`config.mk`:
```
export PLATFORM = sky130hd
export DESIGN_NAME = id_ex_stage_reg_flat
export DESIGN_NICKNAME = d
export VERILOG_FILES = /design/src/rtl/id_ex_stage_reg_if.sv /design/src/rtl/id_ex_stage_reg.sv /design/src/flat_wrapper.sv
export SDC_FILE = /design/constraint.sdc
export NUM_CORES = 1
export LEC_CHECK = 0
export ABC_CLOCK_PERIOD_IN_PS = 2700
export CORE_MARGIN = 2
export CORE_UTILIZATION = 38
export DETAILED_ROUTE_END_ITERATION = 10
export GPL_ROUTABILITY_DRIVEN = 0
export GPL_TIMING_DRIVEN = 0
export PLACE_DENSITY = 0.88
export SLEW_MARGIN = 15
export SYNTH_ARGS = -nofsm -noshare
export SYNTH_HDL_FRONTEND = slang
export SYNTH_SLANG_ARGS = --single-unit
```
`constraint.sdc`:
```
create_clock -name clk -period 2.7 [get_ports clk]
set_clock_uncertainty 0.15 [all_clocks]
set_input_delay 0.54 -clock clk [delete_from_list [all_inputs] [get_ports clk]]
set_output_delay 0.54 -clock clk [all_outputs]
set_load 0.005 [all_outputs]
```
`src/rtl/id_ex_stage_reg_if.sv`:
```
// ID/EX stage bundle: decode-side fields and control in, registered EX-side copies out.
interface id_ex_stage_reg_if #(
    parameter int unsigned XLEN       = 32,
    parameter int unsigned REG_ADDR_W = 5,
    parameter int unsigned CNT_W      = 16
);
    logic                  id_valid;
    logic [XLEN-1:0]       id_pc;
    logic [6:0]            id_opcode;
    logic [2:0]            id_funct3;
    logic [REG_ADDR_W-1:0] id_rs1;
    logic [REG_ADDR_W-1:0] id_rs2;
    logic [REG_ADDR_W-1:0] id_rd;
    logic [XLEN-1:0]       id_rs1_data;
    logic [XLEN-1:0]       id_rs2_data;
    logic [XLEN-1:0]       id_imm;
    logic                  stall;
    logic                  flush;

    logic                  hazard_stall;
    logic                  ex_valid;
    logic [XLEN-1:0]       ex_pc;
    logic [6:0]            ex_opcode;
    logic [2:0]            ex_funct3;
    logic [REG_ADDR_W-1:0] ex_rs1;
    logic [REG_ADDR_W-1:0] ex_rs2;
    logic [REG_ADDR_W-1:0] ex_rd;
    logic [XLEN-1:0]       ex_rs1_data;
    logic [XLEN-1:0]       ex_rs2_data;
    logic [XLEN-1:0]       ex_imm;
    logic                  ex_reg_write;
    logic                  ex_mem_read;
    logic                  ex_mem_write;
    logic                  ex_alu_src_imm;
    logic [CNT_W-1:0]      ex_bubble_cnt;

    modport master (
        output id_valid, id_pc, id_opcode, id_funct3, id_rs1, id_rs2, id_rd,
               id_rs1_data, id_rs2_data, id_imm, stall, flush,
        input  hazard_stall, ex_valid, ex_pc, ex_opcode, ex_funct3, ex_rs1, ex_rs2, ex_rd,
               ex_rs1_data, ex_rs2_data, ex_imm, ex_reg_write, ex_mem_read, ex_mem_write,
               ex_alu_src_imm, ex_bubble_cnt
    );

    modport slave (
        input  id_valid, id_pc, id_opcode, id_funct3, id_rs1, id_rs2, id_rd,
               id_rs1_data, id_rs2_data, id_imm, stall, flush,
        output hazard_stall, ex_valid, ex_pc, ex_opcode, ex_funct3, ex_rs1, ex_rs2, ex_rd,
               ex_rs1_data, ex_rs2_data, ex_imm, ex_reg_write, ex_mem_read, ex_mem_write,
               ex_alu_src_imm, ex_bubble_cnt
    );
endinterface

```
`src/rtl/id_ex_stage_reg.sv`:
```
// ID/EX pipeline register with control decode and load-use bubble insertion.
// Optional saturating bubble counter enabled by defining ID_EX_BUBBLE_CNT_EN.
module id_ex_stage_reg #(
    parameter int unsigned XLEN       = 32,
    parameter int unsigned REG_ADDR_W = 5,
    parameter int unsigned CNT_W      = 16
) (
    input logic                clk,
    input logic                rst_n,
    id_ex_stage_reg_if.slave   id_ex_io
);
    localparam logic [6:0] OpLoad  = 7'b0000011;
    localparam logic [6:0] OpImm   = 7'b0010011;
    localparam logic [6:0] OpStore = 7'b0100011;
    localparam logic [6:0] OpReg   = 7'b0110011;

    typedef struct packed {
        logic                  valid;
        logic [XLEN-1:0]       pc;
        logic [6:0]            opcode;
        logic [2:0]            funct3;
        logic [REG_ADDR_W-1:0] rs1;
        logic [REG_ADDR_W-1:0] rs2;
        logic [REG_ADDR_W-1:0] rd;
        logic [XLEN-1:0]       rs1_data;
        logic [XLEN-1:0]       rs2_data;
        logic [XLEN-1:0]       imm;
        logic                  reg_write;
        logic                  mem_read;
        logic                  mem_write;
        logic                  alu_src_imm;
    } ex_t;

    ex_t  ex_q, ex_d, id_load;
    logic is_lw, is_addi, is_sw, is_rtype;
    logic uses_rs1, uses_rs2;
    logic hazard;

    always_comb begin
        is_lw    = (id_ex_io.id_opcode == OpLoad);
        is_addi  = (id_ex_io.id_opcode == OpImm);
        is_sw    = (id_ex_io.id_opcode == OpStore);
        is_rtype = (id_ex_io.id_opcode == OpReg);
        uses_rs1 = is_lw | is_addi | is_sw | is_rtype;
        uses_rs2 = is_sw | is_rtype;
    end

    // Only a load sitting in EX can hazard; its data is not ready until MEM.
    always_comb begin
        hazard = ex_q.valid & ex_q.mem_read & (ex_q.rd != '0) &
                 id_ex_io.id_valid & ~id_ex_io.flush &
                 ((uses_rs1 & (id_ex_io.id_rs1 == ex_q.rd)) |
                  (uses_rs2 & (id_ex_io.id_rs2 == ex_q.rd)));
    end

    always_comb begin
        id_load             = '0;
        id_load.valid       = id_ex_io.id_valid;
        id_load.pc          = id_ex_io.id_pc;
        id_load.opcode      = id_ex_io.id_opcode;
        id_load.funct3      = id_ex_io.id_funct3;
        id_load.rs1         = id_ex_io.id_rs1;
        id_load.rs2         = id_ex_io.id_rs2;
        id_load.rd          = id_ex_io.id_rd;
        id_load.rs1_data    = id_ex_io.id_rs1_data;
        id_load.rs2_data    = id_ex_io.id_rs2_data;
        id_load.imm         = id_ex_io.id_imm;
        id_load.reg_write   = id_ex_io.id_valid & (is_lw | is_addi | is_rtype);
        id_load.mem_read    = id_ex_io.id_valid & is_lw;
        id_load.mem_write   = id_ex_io.id_valid & is_sw;
        id_load.alu_src_imm = id_ex_io.id_valid & (is_lw | is_sw | is_addi);
    end

    always_comb begin
        ex_d = ex_q;
        if (id_ex_io.flush) begin
            ex_d = '0;
        end else if (id_ex_io.stall) begin
            ex_d = ex_q;
        end else if (hazard) begin
            ex_d = '0;
        end else begin
            ex_d = id_load;
        end
    end

    always_ff @(posedge clk or negedge rst_n) begin
        if (!rst_n) begin
            ex_q <= '0;
        end else begin
            ex_q <= ex_d;
        end
    end

`ifdef ID_EX_BUBBLE_CNT_EN
    logic [CNT_W-1:0] bubble_cnt_q, bubble_cnt_d;

    always_comb begin
        bubble_cnt_d = bubble_cnt_q;
        if ((id_ex_io.flush | hazard) & ~id_ex_io.stall & (bubble_cnt_q != '1)) begin
            bubble_cnt_d = bubble_cnt_q + 1'b1;
        end
    end

    always_ff @(posedge clk or negedge rst_n) begin
        if (!rst_n) begin
            bubble_cnt_q <= '0;
        end else begin
            bubble_cnt_q <= bubble_cnt_d;
        end
    end

    assign id_ex_io.ex_bubble_cnt = bubble_cnt_q;
`else
    assign id_ex_io.ex_bubble_cnt = '0;
`endif

    assign id_ex_io.hazard_stall   = hazard;
    assign id_ex_io.ex_valid       = ex_q.valid;
    assign id_ex_io.ex_pc          = ex_q.pc;
    assign id_ex_io.ex_opcode      = ex_q.opcode;
    assign id_ex_io.ex_funct3      = ex_q.funct3;
    assign id_ex_io.ex_rs1         = ex_q.rs1;
    assign id_ex_io.ex_rs2         = ex_q.rs2;
    assign id_ex_io.ex_rd          = ex_q.rd;
    assign id_ex_io.ex_rs1_data    = ex_q.rs1_data;
    assign id_ex_io.ex_rs2_data    = ex_q.rs2_data;
    assign id_ex_io.ex_imm         = ex_q.imm;
    assign id_ex_io.ex_reg_write   = ex_q.reg_write;
    assign id_ex_io.ex_mem_read    = ex_q.mem_read;
    assign id_ex_io.ex_mem_write   = ex_q.mem_write;
    assign id_ex_io.ex_alu_src_imm = ex_q.alu_src_imm;
endmodule

```
`src/flat_wrapper.sv`:
```
// flat-port wrapper written by rule: the top's interface ports become plain ports
module id_ex_stage_reg_flat 
#(
    parameter int unsigned XLEN       = 32,
    parameter int unsigned REG_ADDR_W = 5,
    parameter int unsigned CNT_W      = 16
)
  (clk, rst_n, id_ex_io_id_valid, id_ex_io_id_pc, id_ex_io_id_opcode, id_ex_io_id_funct3, id_ex_io_id_rs1, id_ex_io_id_rs2, id_ex_io_id_rd, id_ex_io_id_rs1_data, id_ex_io_id_rs2_data, id_ex_io_id_imm, id_ex_io_stall, id_ex_io_flush, id_ex_io_hazard_stall, id_ex_io_ex_valid, id_ex_io_ex_pc, id_ex_io_ex_opcode, id_ex_io_ex_funct3, id_ex_io_ex_rs1, id_ex_io_ex_rs2, id_ex_io_ex_rd, id_ex_io_ex_rs1_data, id_ex_io_ex_rs2_data, id_ex_io_ex_imm, id_ex_io_ex_reg_write, id_ex_io_ex_mem_read, id_ex_io_ex_mem_write, id_ex_io_ex_alu_src_imm, id_ex_io_ex_bubble_cnt);
  id_ex_stage_reg_if #(.XLEN(XLEN), .REG_ADDR_W(REG_ADDR_W), .CNT_W(CNT_W)) id_ex_io_i ();
  input logic clk;
  input logic rst_n;
  input wire logic [$bits(id_ex_io_i.id_valid)-1:0] id_ex_io_id_valid;
  input wire logic [$bits(id_ex_io_i.id_pc)-1:0] id_ex_io_id_pc;
  input wire logic [$bits(id_ex_io_i.id_opcode)-1:0] id_ex_io_id_opcode;
  input wire logic [$bits(id_ex_io_i.id_funct3)-1:0] id_ex_io_id_funct3;
  input wire logic [$bits(id_ex_io_i.id_rs1)-1:0] id_ex_io_id_rs1;
  input wire logic [$bits(id_ex_io_i.id_rs2)-1:0] id_ex_io_id_rs2;
  input wire logic [$bits(id_ex_io_i.id_rd)-1:0] id_ex_io_id_rd;
  input wire logic [$bits(id_ex_io_i.id_rs1_data)-1:0] id_ex_io_id_rs1_data;
  input wire logic [$bits(id_ex_io_i.id_rs2_data)-1:0] id_ex_io_id_rs2_data;
  input wire logic [$bits(id_ex_io_i.id_imm)-1:0] id_ex_io_id_imm;
  input wire logic [$bits(id_ex_io_i.stall)-1:0] id_ex_io_stall;
  input wire logic [$bits(id_ex_io_i.flush)-1:0] id_ex_io_flush;
  output wire logic [$bits(id_ex_io_i.hazard_stall)-1:0] id_ex_io_hazard_stall;
  output wire logic [$bits(id_ex_io_i.ex_valid)-1:0] id_ex_io_ex_valid;
  output wire logic [$bits(id_ex_io_i.ex_pc)-1:0] id_ex_io_ex_pc;
  output wire logic [$bits(id_ex_io_i.ex_opcode)-1:0] id_ex_io_ex_opcode;
  output wire logic [$bits(id_ex_io_i.ex_funct3)-1:0] id_ex_io_ex_funct3;
  output wire logic [$bits(id_ex_io_i.ex_rs1)-1:0] id_ex_io_ex_rs1;
  output wire logic [$bits(id_ex_io_i.ex_rs2)-1:0] id_ex_io_ex_rs2;
  output wire logic [$bits(id_ex_io_i.ex_rd)-1:0] id_ex_io_ex_rd;
  output wire logic [$bits(id_ex_io_i.ex_rs1_data)-1:0] id_ex_io_ex_rs1_data;
  output wire logic [$bits(id_ex_io_i.ex_rs2_data)-1:0] id_ex_io_ex_rs2_data;
  output wire logic [$bits(id_ex_io_i.ex_imm)-1:0] id_ex_io_ex_imm;
  output wire logic [$bits(id_ex_io_i.ex_reg_write)-1:0] id_ex_io_ex_reg_write;
  output wire logic [$bits(id_ex_io_i.ex_mem_read)-1:0] id_ex_io_ex_mem_read;
  output wire logic [$bits(id_ex_io_i.ex_mem_write)-1:0] id_ex_io_ex_mem_write;
  output wire logic [$bits(id_ex_io_i.ex_alu_src_imm)-1:0] id_ex_io_ex_alu_src_imm;
  output wire logic [$bits(id_ex_io_i.ex_bubble_cnt)-1:0] id_ex_io_ex_bubble_cnt;
  assign id_ex_io_i.id_valid = id_ex_io_id_valid;
  assign id_ex_io_i.id_pc = id_ex_io_id_pc;
  assign id_ex_io_i.id_opcode = id_ex_io_id_opcode;
  assign id_ex_io_i.id_funct3 = id_ex_io_id_funct3;
  assign id_ex_io_i.id_rs1 = id_ex_io_id_rs1;
  assign id_ex_io_i.id_rs2 = id_ex_io_id_rs2;
  assign id_ex_io_i.id_rd = id_ex_io_id_rd;
  assign id_ex_io_i.id_rs1_data = id_ex_io_id_rs1_data;
  assign id_ex_io_i.id_rs2_data = id_ex_io_id_rs2_data;
  assign id_ex_io_i.id_imm = id_ex_io_id_imm;
  assign id_ex_io_i.stall = id_ex_io_stall;
  assign id_ex_io_i.flush = id_ex_io_flush;
  assign id_ex_io_hazard_stall = id_ex_io_i.hazard_stall;
  assign id_ex_io_ex_valid = id_ex_io_i.ex_valid;
  assign id_ex_io_ex_pc = id_ex_io_i.ex_pc;
  assign id_ex_io_ex_opcode = id_ex_io_i.ex_opcode;
  assign id_ex_io_ex_funct3 = id_ex_io_i.ex_funct3;
  assign id_ex_io_ex_rs1 = id_ex_io_i.ex_rs1;
  assign id_ex_io_ex_rs2 = id_ex_io_i.ex_rs2;
  assign id_ex_io_ex_rd = id_ex_io_i.ex_rd;
  assign id_ex_io_ex_rs1_data = id_ex_io_i.ex_rs1_data;
  assign id_ex_io_ex_rs2_data = id_ex_io_i.ex_rs2_data;
  assign id_ex_io_ex_imm = id_ex_io_i.ex_imm;
  assign id_ex_io_ex_reg_write = id_ex_io_i.ex_reg_write;
  assign id_ex_io_ex_mem_read = id_ex_io_i.ex_mem_read;
  assign id_ex_io_ex_mem_write = id_ex_io_i.ex_mem_write;
  assign id_ex_io_ex_alu_src_imm = id_ex_io_i.ex_alu_src_imm;
  assign id_ex_io_ex_bubble_cnt = id_ex_io_i.ex_bubble_cnt;
  id_ex_stage_reg #(.XLEN(XLEN), .REG_ADDR_W(REG_ADDR_W), .CNT_W(CNT_W)) u_core (.clk(clk), .rst_n(rst_n), .id_ex_io(id_ex_io_i));
endmodule
```
Word level (Yosys, flattened, before mapping)
Index checks and enable logic that the tools add are counted.
{"block": "totals", "reg_bits": 158, "output_inout_bits": 175}
{"block": "classes", "n_mux": 3, "eq_ne": 7, "n_reduce_logical": 1, "n_bitwise": 20}
{"op": "$mux W158", "count": 3}
{"op": "$eq A7 B6 Y1 const B", "count": 2}
{"op": "$and A1 B1 Y1", "count": 11}
{"op": "$eq A5 B5 Y1", "count": 2}
{"op": "$or A1 B1 Y1", "count": 8}
{"op": "$eq A7 B2 Y1 const B", "count": 1}
{"op": "$eq A7 B5 Y1 const B", "count": 1}
{"op": "$reduce_bool A5 Y1", "count": 1}
{"op": "$ne A2 B1 Y1 const B", "count": 1}
{"op": "$not A1 Y1", "count": 1}

Depth between registers and ports, before layout
{"block": "logic_depth", "word_depth": 10, "mapped_depth": 8, "depth_no_buf": 5}

Worst setup path after synthesis
Ideal clock, no wire load.
{"block": "synth_path", "kind": "input -> register", "from": "in id_ex_io_id_rs2[3]", "to": "reg u_core.ex_q (netlist bit u_core.id_ex_io.ex_rd[1])", "slack_ps": 423, "setup_ps": 121, "arrival_ps": 2006, "stages": 8, "path_cell_list": "xor2_1 -> nor4_1 -> a32oi_1 -> o31a_1 -> buf_2 -> buf_6 -> buf_6 -> a22o_1"}
{"block": "synth_between", "elab_chain_len": 7}
{"element": "from (decl)", "line": "flat_wrapper.sv:17", "rtl": "input wire logic [$bits(id_ex_io_i.id_rs2)-1:0] id_ex_io_id_rs2;"}
{"element": "$eq A5 B5 Y1", "line": "id_ex_stage_reg.sv:53", "rtl": "(uses_rs2 & (id_ex_io.id_rs2 == ex_q.rd)));"}
{"element": "$and A1 B1 Y1", "line": "id_ex_stage_reg.sv:53"}
{"element": "$or A1 B1 Y1", "line": "id_ex_stage_reg.sv:52", "rtl": "((uses_rs1 & (id_ex_io.id_rs1 == ex_q.rd)) |"}
{"element": "$and A1 B1 Y1", "line": "id_ex_stage_reg.sv:51", "rtl": "id_ex_io.id_valid & ~id_ex_io.flush &"}
{"element": "$mux W158", "line": "id_ex_stage_reg.sv:80", "rtl": "end else if (hazard) begin"}
{"element": "$mux W158", "line": "id_ex_stage_reg.sv:78", "rtl": "end else if (id_ex_io.stall) begin"}
{"element": "$mux W158", "line": "id_ex_stage_reg.sv:76", "rtl": "if (id_ex_io.flush) begin"}
{"element": "to (signal assigned)", "line": "id_ex_stage_reg.sv:89", "rtl": "ex_q <= '0;"}
{"element": "to (signal assigned)", "line": "id_ex_stage_reg.sv:91", "rtl": "ex_q <= ex_d;"}
{"element": "to (decl)", "line": "id_ex_stage_reg.sv:34", "rtl": "ex_t ex_q, ex_d, id_load;"}
Every way passes these cells. The select of a mux whose other input is x is not followed.
A chain may end at the register's enable or synchronous reset.

Worst setup path after layout
{"block": "layout_path", "from": "reg u_core.ex_q (netlist bit u_core.id_ex_io.ex_rd[0])", "to": "out id_ex_io_hazard_stall"}
{"block": "layout_between", "elab_chain_len": 5, "elab_cells_between_ends": 10, "cone_classes": "eq/ne: 2; bitwise: 7; reduce/logical: 1"}
{"element": "$reduce_bool A5 Y1", "line": "id_ex_stage_reg.sv:50", "rtl": "hazard = ex_q.valid & ex_q.mem_read & (ex_q.rd != '0) &"}
{"element": "$and A1 B1 Y1 (2 in series)", "line": "id_ex_stage_reg.sv:50"}
{"element": "$and A1 B1 Y1", "line": "id_ex_stage_reg.sv:51"}
{"element": "$and A1 B1 Y1 (*)", "line": "id_ex_stage_reg.sv:51"}
{"element": "to (decl)", "line": "flat_wrapper.sv:24", "rtl": "output wire logic [$bits(id_ex_io_i.hazard_stall)-1:0] id_ex_io_hazard_stall;"}
Every way passes the cells marked *; elsewhere a longest branch is shown, timed or not.

==> metrics list <==
- Status: finished clean
- Number of global-route vias before repair: 5103
- Horizontal die dimension: between 100 and 150 um
- After detailed routing, the number of vias per cell comes to 5.108.
- CTS tree: yes
* Y dimension of the die: around 130 um
- Of the cells placed in the final design, the portion with a size suffix greater than 1 is about 10%.
- The worst register-to-register path begins at u_core.id_ex_io.ex_rd[0].
- In this run, synthesis produced a sequential element count of 158.
- Crit path max fanout: 2
- For this run the aggregate overflow at the end of global routing stands at 0.
- For the pin with the worst max-slew slack, the measured transition is 0.6167 ns.
- Once routing completed, OpenROAD measured the worst setup slack at 0.02398 ns.
- The synthesized design contains 0 enable-type register cells.
- For the worst setup path, the data arrival time is 1.99 ns.
- Across all layers, the routed design uses 4899 vias.
* Mapped Cells: 404
* Peak VDD IR: 0.0003713 V
- Entering global routing, the biggest net connects 85 pins.
- Worst slack at placement: -0.6724 ns
- Pre-Repair DR Iteration Count: 5
- The cell area that synthesis handed to floorplanning was between 0.005 and 0.006 mm2.
- The critical path in this run is classified as reg -> out.
- Cells fill 65.95% of the core in the end.
- Total of warnings raised by yosys: 0
- Top-level port count: 333
* Antenna Violating Nets Remaining: 0
- For this block, the initial DRC count from the detailed router was 217.
- For the worst-skew pair, the clock arrives at the later sink with an insertion delay of 0.41 ns.
* Wire length per cell after detailed routing: 19.92 um
- Pwr Density: between 500 and 600 mW/mm2
- Worst min-delay path class: reg -> reg
- Endpoint with the worst hold slack: u_core.id_ex_io.ex_mem_write
* HPWL after DPL: roughly 14000 um
- Total chip power: 5.841 mW
- The worst hold path was traced through 2 stages.
* Commonest cells in the synthesized netlist: 158 x dfrtp_1, 151 x a22o_1, 18 x clkbuf_1, 16 x buf_4, 10 x buf_6
- The floorplan has 45 rows.
- The worst register-to-register path has a setup slack of 0.12 ns.
- Max-slew headroom: between 50% and 60%
- Max-cap violation count: 0
- Reg2reg path depth: 9
* Number of H-tree branching levels: 4
* Number of buffers inserted during clock tree synthesis: 17
* Cell types occupying the most area after synthesis: dfrtp_1 67%, a22o_1 22%, buf_4 2.0%
- The die covers 0.01655 mm2.
- The area growth from synthesis to layout is 69.77%.
- Min Tclk post-route: about 2.7 ns
* Proportion of synthesized flip-flops having asynchronous set or reset: between 90% and 100%
* Sinks on the clock net: 158
* Unique masters post-synth: 25
- In this run the worst setup path begins at u_core.id_ex_io.ex_rd[0].
- Sequential share of the synthesized area: 66.95%
* Area of the core: 0.01520 mm2
- Initial antenna violation count: 0
* Syn avg cell area: 14.62 um2
- At the end of the flow, the number of nets in the layout was 917.
- Clock tree synthesis selected as its root buffer the cell clkbuf_16.
* Predominant post-synthesis flop cell: dfrtp_1
- Type of element launching the critical path: flop
- Fin crit share: 99.11%
- Summed over all instances, the cell type with the most area after synthesis is dfrtp_1.
* Final wirelength: approximately 19000 um
* Port Buf Inserts: 315
- Critical path endpoint category: output pin
- In this run the most critical hold path is launched from u_core.id_ex_io.ex_mem_write.
- For this design the static power due to leakage is 4.476 nW.
* Buffer levels on the longest clock path: 2
- The repair_antennas step left the layout with diodes totalling 0.
- Clock transition at the registers of the reported paths: 0.06 ns
* Dpl cell area: 0.009383 mm2
* Initial Util: 38.85%
- Global Route Usage Sum: 22.57%
- The max-slew violation total from the final report came to 0.
* RSZ-0062 raised after global routing: true
- The number of hold-slack violations in the final timing report is 0.
* Crit path required time: 2.01 ns
- Summed over its instances, the top area cell type makes up 66.95% of the synthesized netlist area.
* Maximum clock rate: between 0.3 and 0.4 GHz
* Worst R2R End: u_core.id_ex_io.ex_rs2[2]
* Setup Total Neg Slack: 0 ns
- Number of setup violations in the final report: 0
- # DRC: 0
- After filler insertion, the fill cell instance count of the layout stands at 1124.
- Final Instance Area: 0.01003 mm2
- Wire length of the first global-routing pass: 28350 um
- By instance count, the leading cell after synthesis is dfrtp_1.
==> metal layers <==
layer  GRT usage, %  wire length [um]  vias up
met3          7.027              1597       30
li1               -                 -     2216
met2          38.72              9692      245
met1          26.94              7382     2408
met4          7.992               426        0
met5              0                 0        -
==> state kept, by name, indices dropped and copies added (netlist names) <==
| name | cells |
|---|---|
| u_core.id_ex_io.ex_valid | 1 |
| u_core.id_ex_io.ex_reg_write | 1 |
| u_core.id_ex_io.ex_rs2 | 5 |
| u_core.id_ex_io.ex_pc | 32 |
| u_core.id_ex_io.ex_rs1 | 5 |
| u_core.id_ex_io.ex_mem_read | 1 |
| u_core.id_ex_io.ex_imm | 32 |
| u_core.id_ex_io.ex_mem_write | 1 |
| u_core.id_ex_io.ex_funct3 | 3 |
| u_core.id_ex_io.ex_opcode | 7 |
| u_core.id_ex_io.ex_rs1_data | 32 |
| u_core.id_ex_io.ex_rd | 5 |
| u_core.id_ex_io.ex_alu_src_imm | 1 |
| u_core.id_ex_io.ex_rs2_data | 32 |
==> cell type report <==
cell class | instances | area, um2 | area share, %
plain buffers | 51 | 335.3 | 3.345
multi-input cells | 210 | 1698 | 16.93
clock buffers | 17 | 425.4 | 4.243
flip-flops and latches | 158 | 3958 | 39.47
well taps | 188 | 235.2 | 2.346
clock inverters | 14 | 160.2 | 1.597
repair buffers | 321 | 3214 | 32.06
==> power by group <==
| group | total (mW) | internal [mW] | switching (mW) |
|---|---|---|---|
| logic | 0.878 | 0.566 | 0.312 |
| clock network | 2.38 | 1.38 | 1.00 |
| registers | 2.58 | 2.50 | 0.0855 |
==> through the flow <==
step | instances | hold slack, ns
after detailed placement | 923 | 0.3231
after global routing | 959 | 0.3625
after CTS | 959 | 0.3364
final | 959 | 0.3361
after floorplan | 419 | 0.09441
after global placement | 922 | 0.3153
==> how the worst max path moves through the flow <==
stage	endpoint	slack, ns	depth (start not counted)
after floorplan	u_core.id_ex_io.ex_rd[1]	0.42	8
after global placement	u_core.id_ex_io.ex_rs2_data[12]	-5.22	1
after detailed placement	id_ex_io_hazard_stall	-0.67	5
after CTS	id_ex_io_hazard_stall	0.004	5
after global routing	id_ex_io_hazard_stall	-0.07	5
final	id_ex_io_hazard_stall	0.02	5
==> cell usage in the layout, fill, tap and decap left out, drive strengths merged <==
master / instances
nor4b: 1
xor2: 9
a211o: 1
a32oi: 1
xnor2: 1
a22o: 151
or4: 2
nor3: 1
or2: 1
dlygate4sd3: 1
inv: 6
nor4: 2
dfrtp: 158
o21ai: 3
buf: 40
nand2: 5
mux2i: 3
bufinv: 2
clkinv: 1
o41ai: 1
clkdlybuf4s50: 308
or3b: 1
clkbuf: 35
dlygate4sd2: 5
nand4b: 1
nor2: 7
o31a: 1
conb: 16
clkinvlp: 5
nor2b: 2
==> worst max-delay path: stages (launching register included) <==
cell and delay, ns:
dfrtp_2 0.42, xor2_1 0.17, nor4_2 0.33, a32oi_2 0.18, nor4_1 0.29, buf_2 0.19
==> timing repair <==
action,4_1_cts,5_1_grt
buffers inserted,4,0
pin swaps,4,1
setup endpoints to repair,91,87
hold endpoints to repair,74,0
hold buffers,1,0
gates resized for setup,15,2
==> logic make-up after synthesis <==
group	Yosys count	share of synthesized area, %
AO/OA/AOI/OAI	158	23.24
flip-flops	158	66.95
XOR/XNOR	10	1.483
AND/OR/NAND/NOR	23	2.076
multiplexers	3	0.5085
other	1	0.06350
buffers and inverters	51	5.678
No activity file was read; power rests on OpenSTA's default activity.
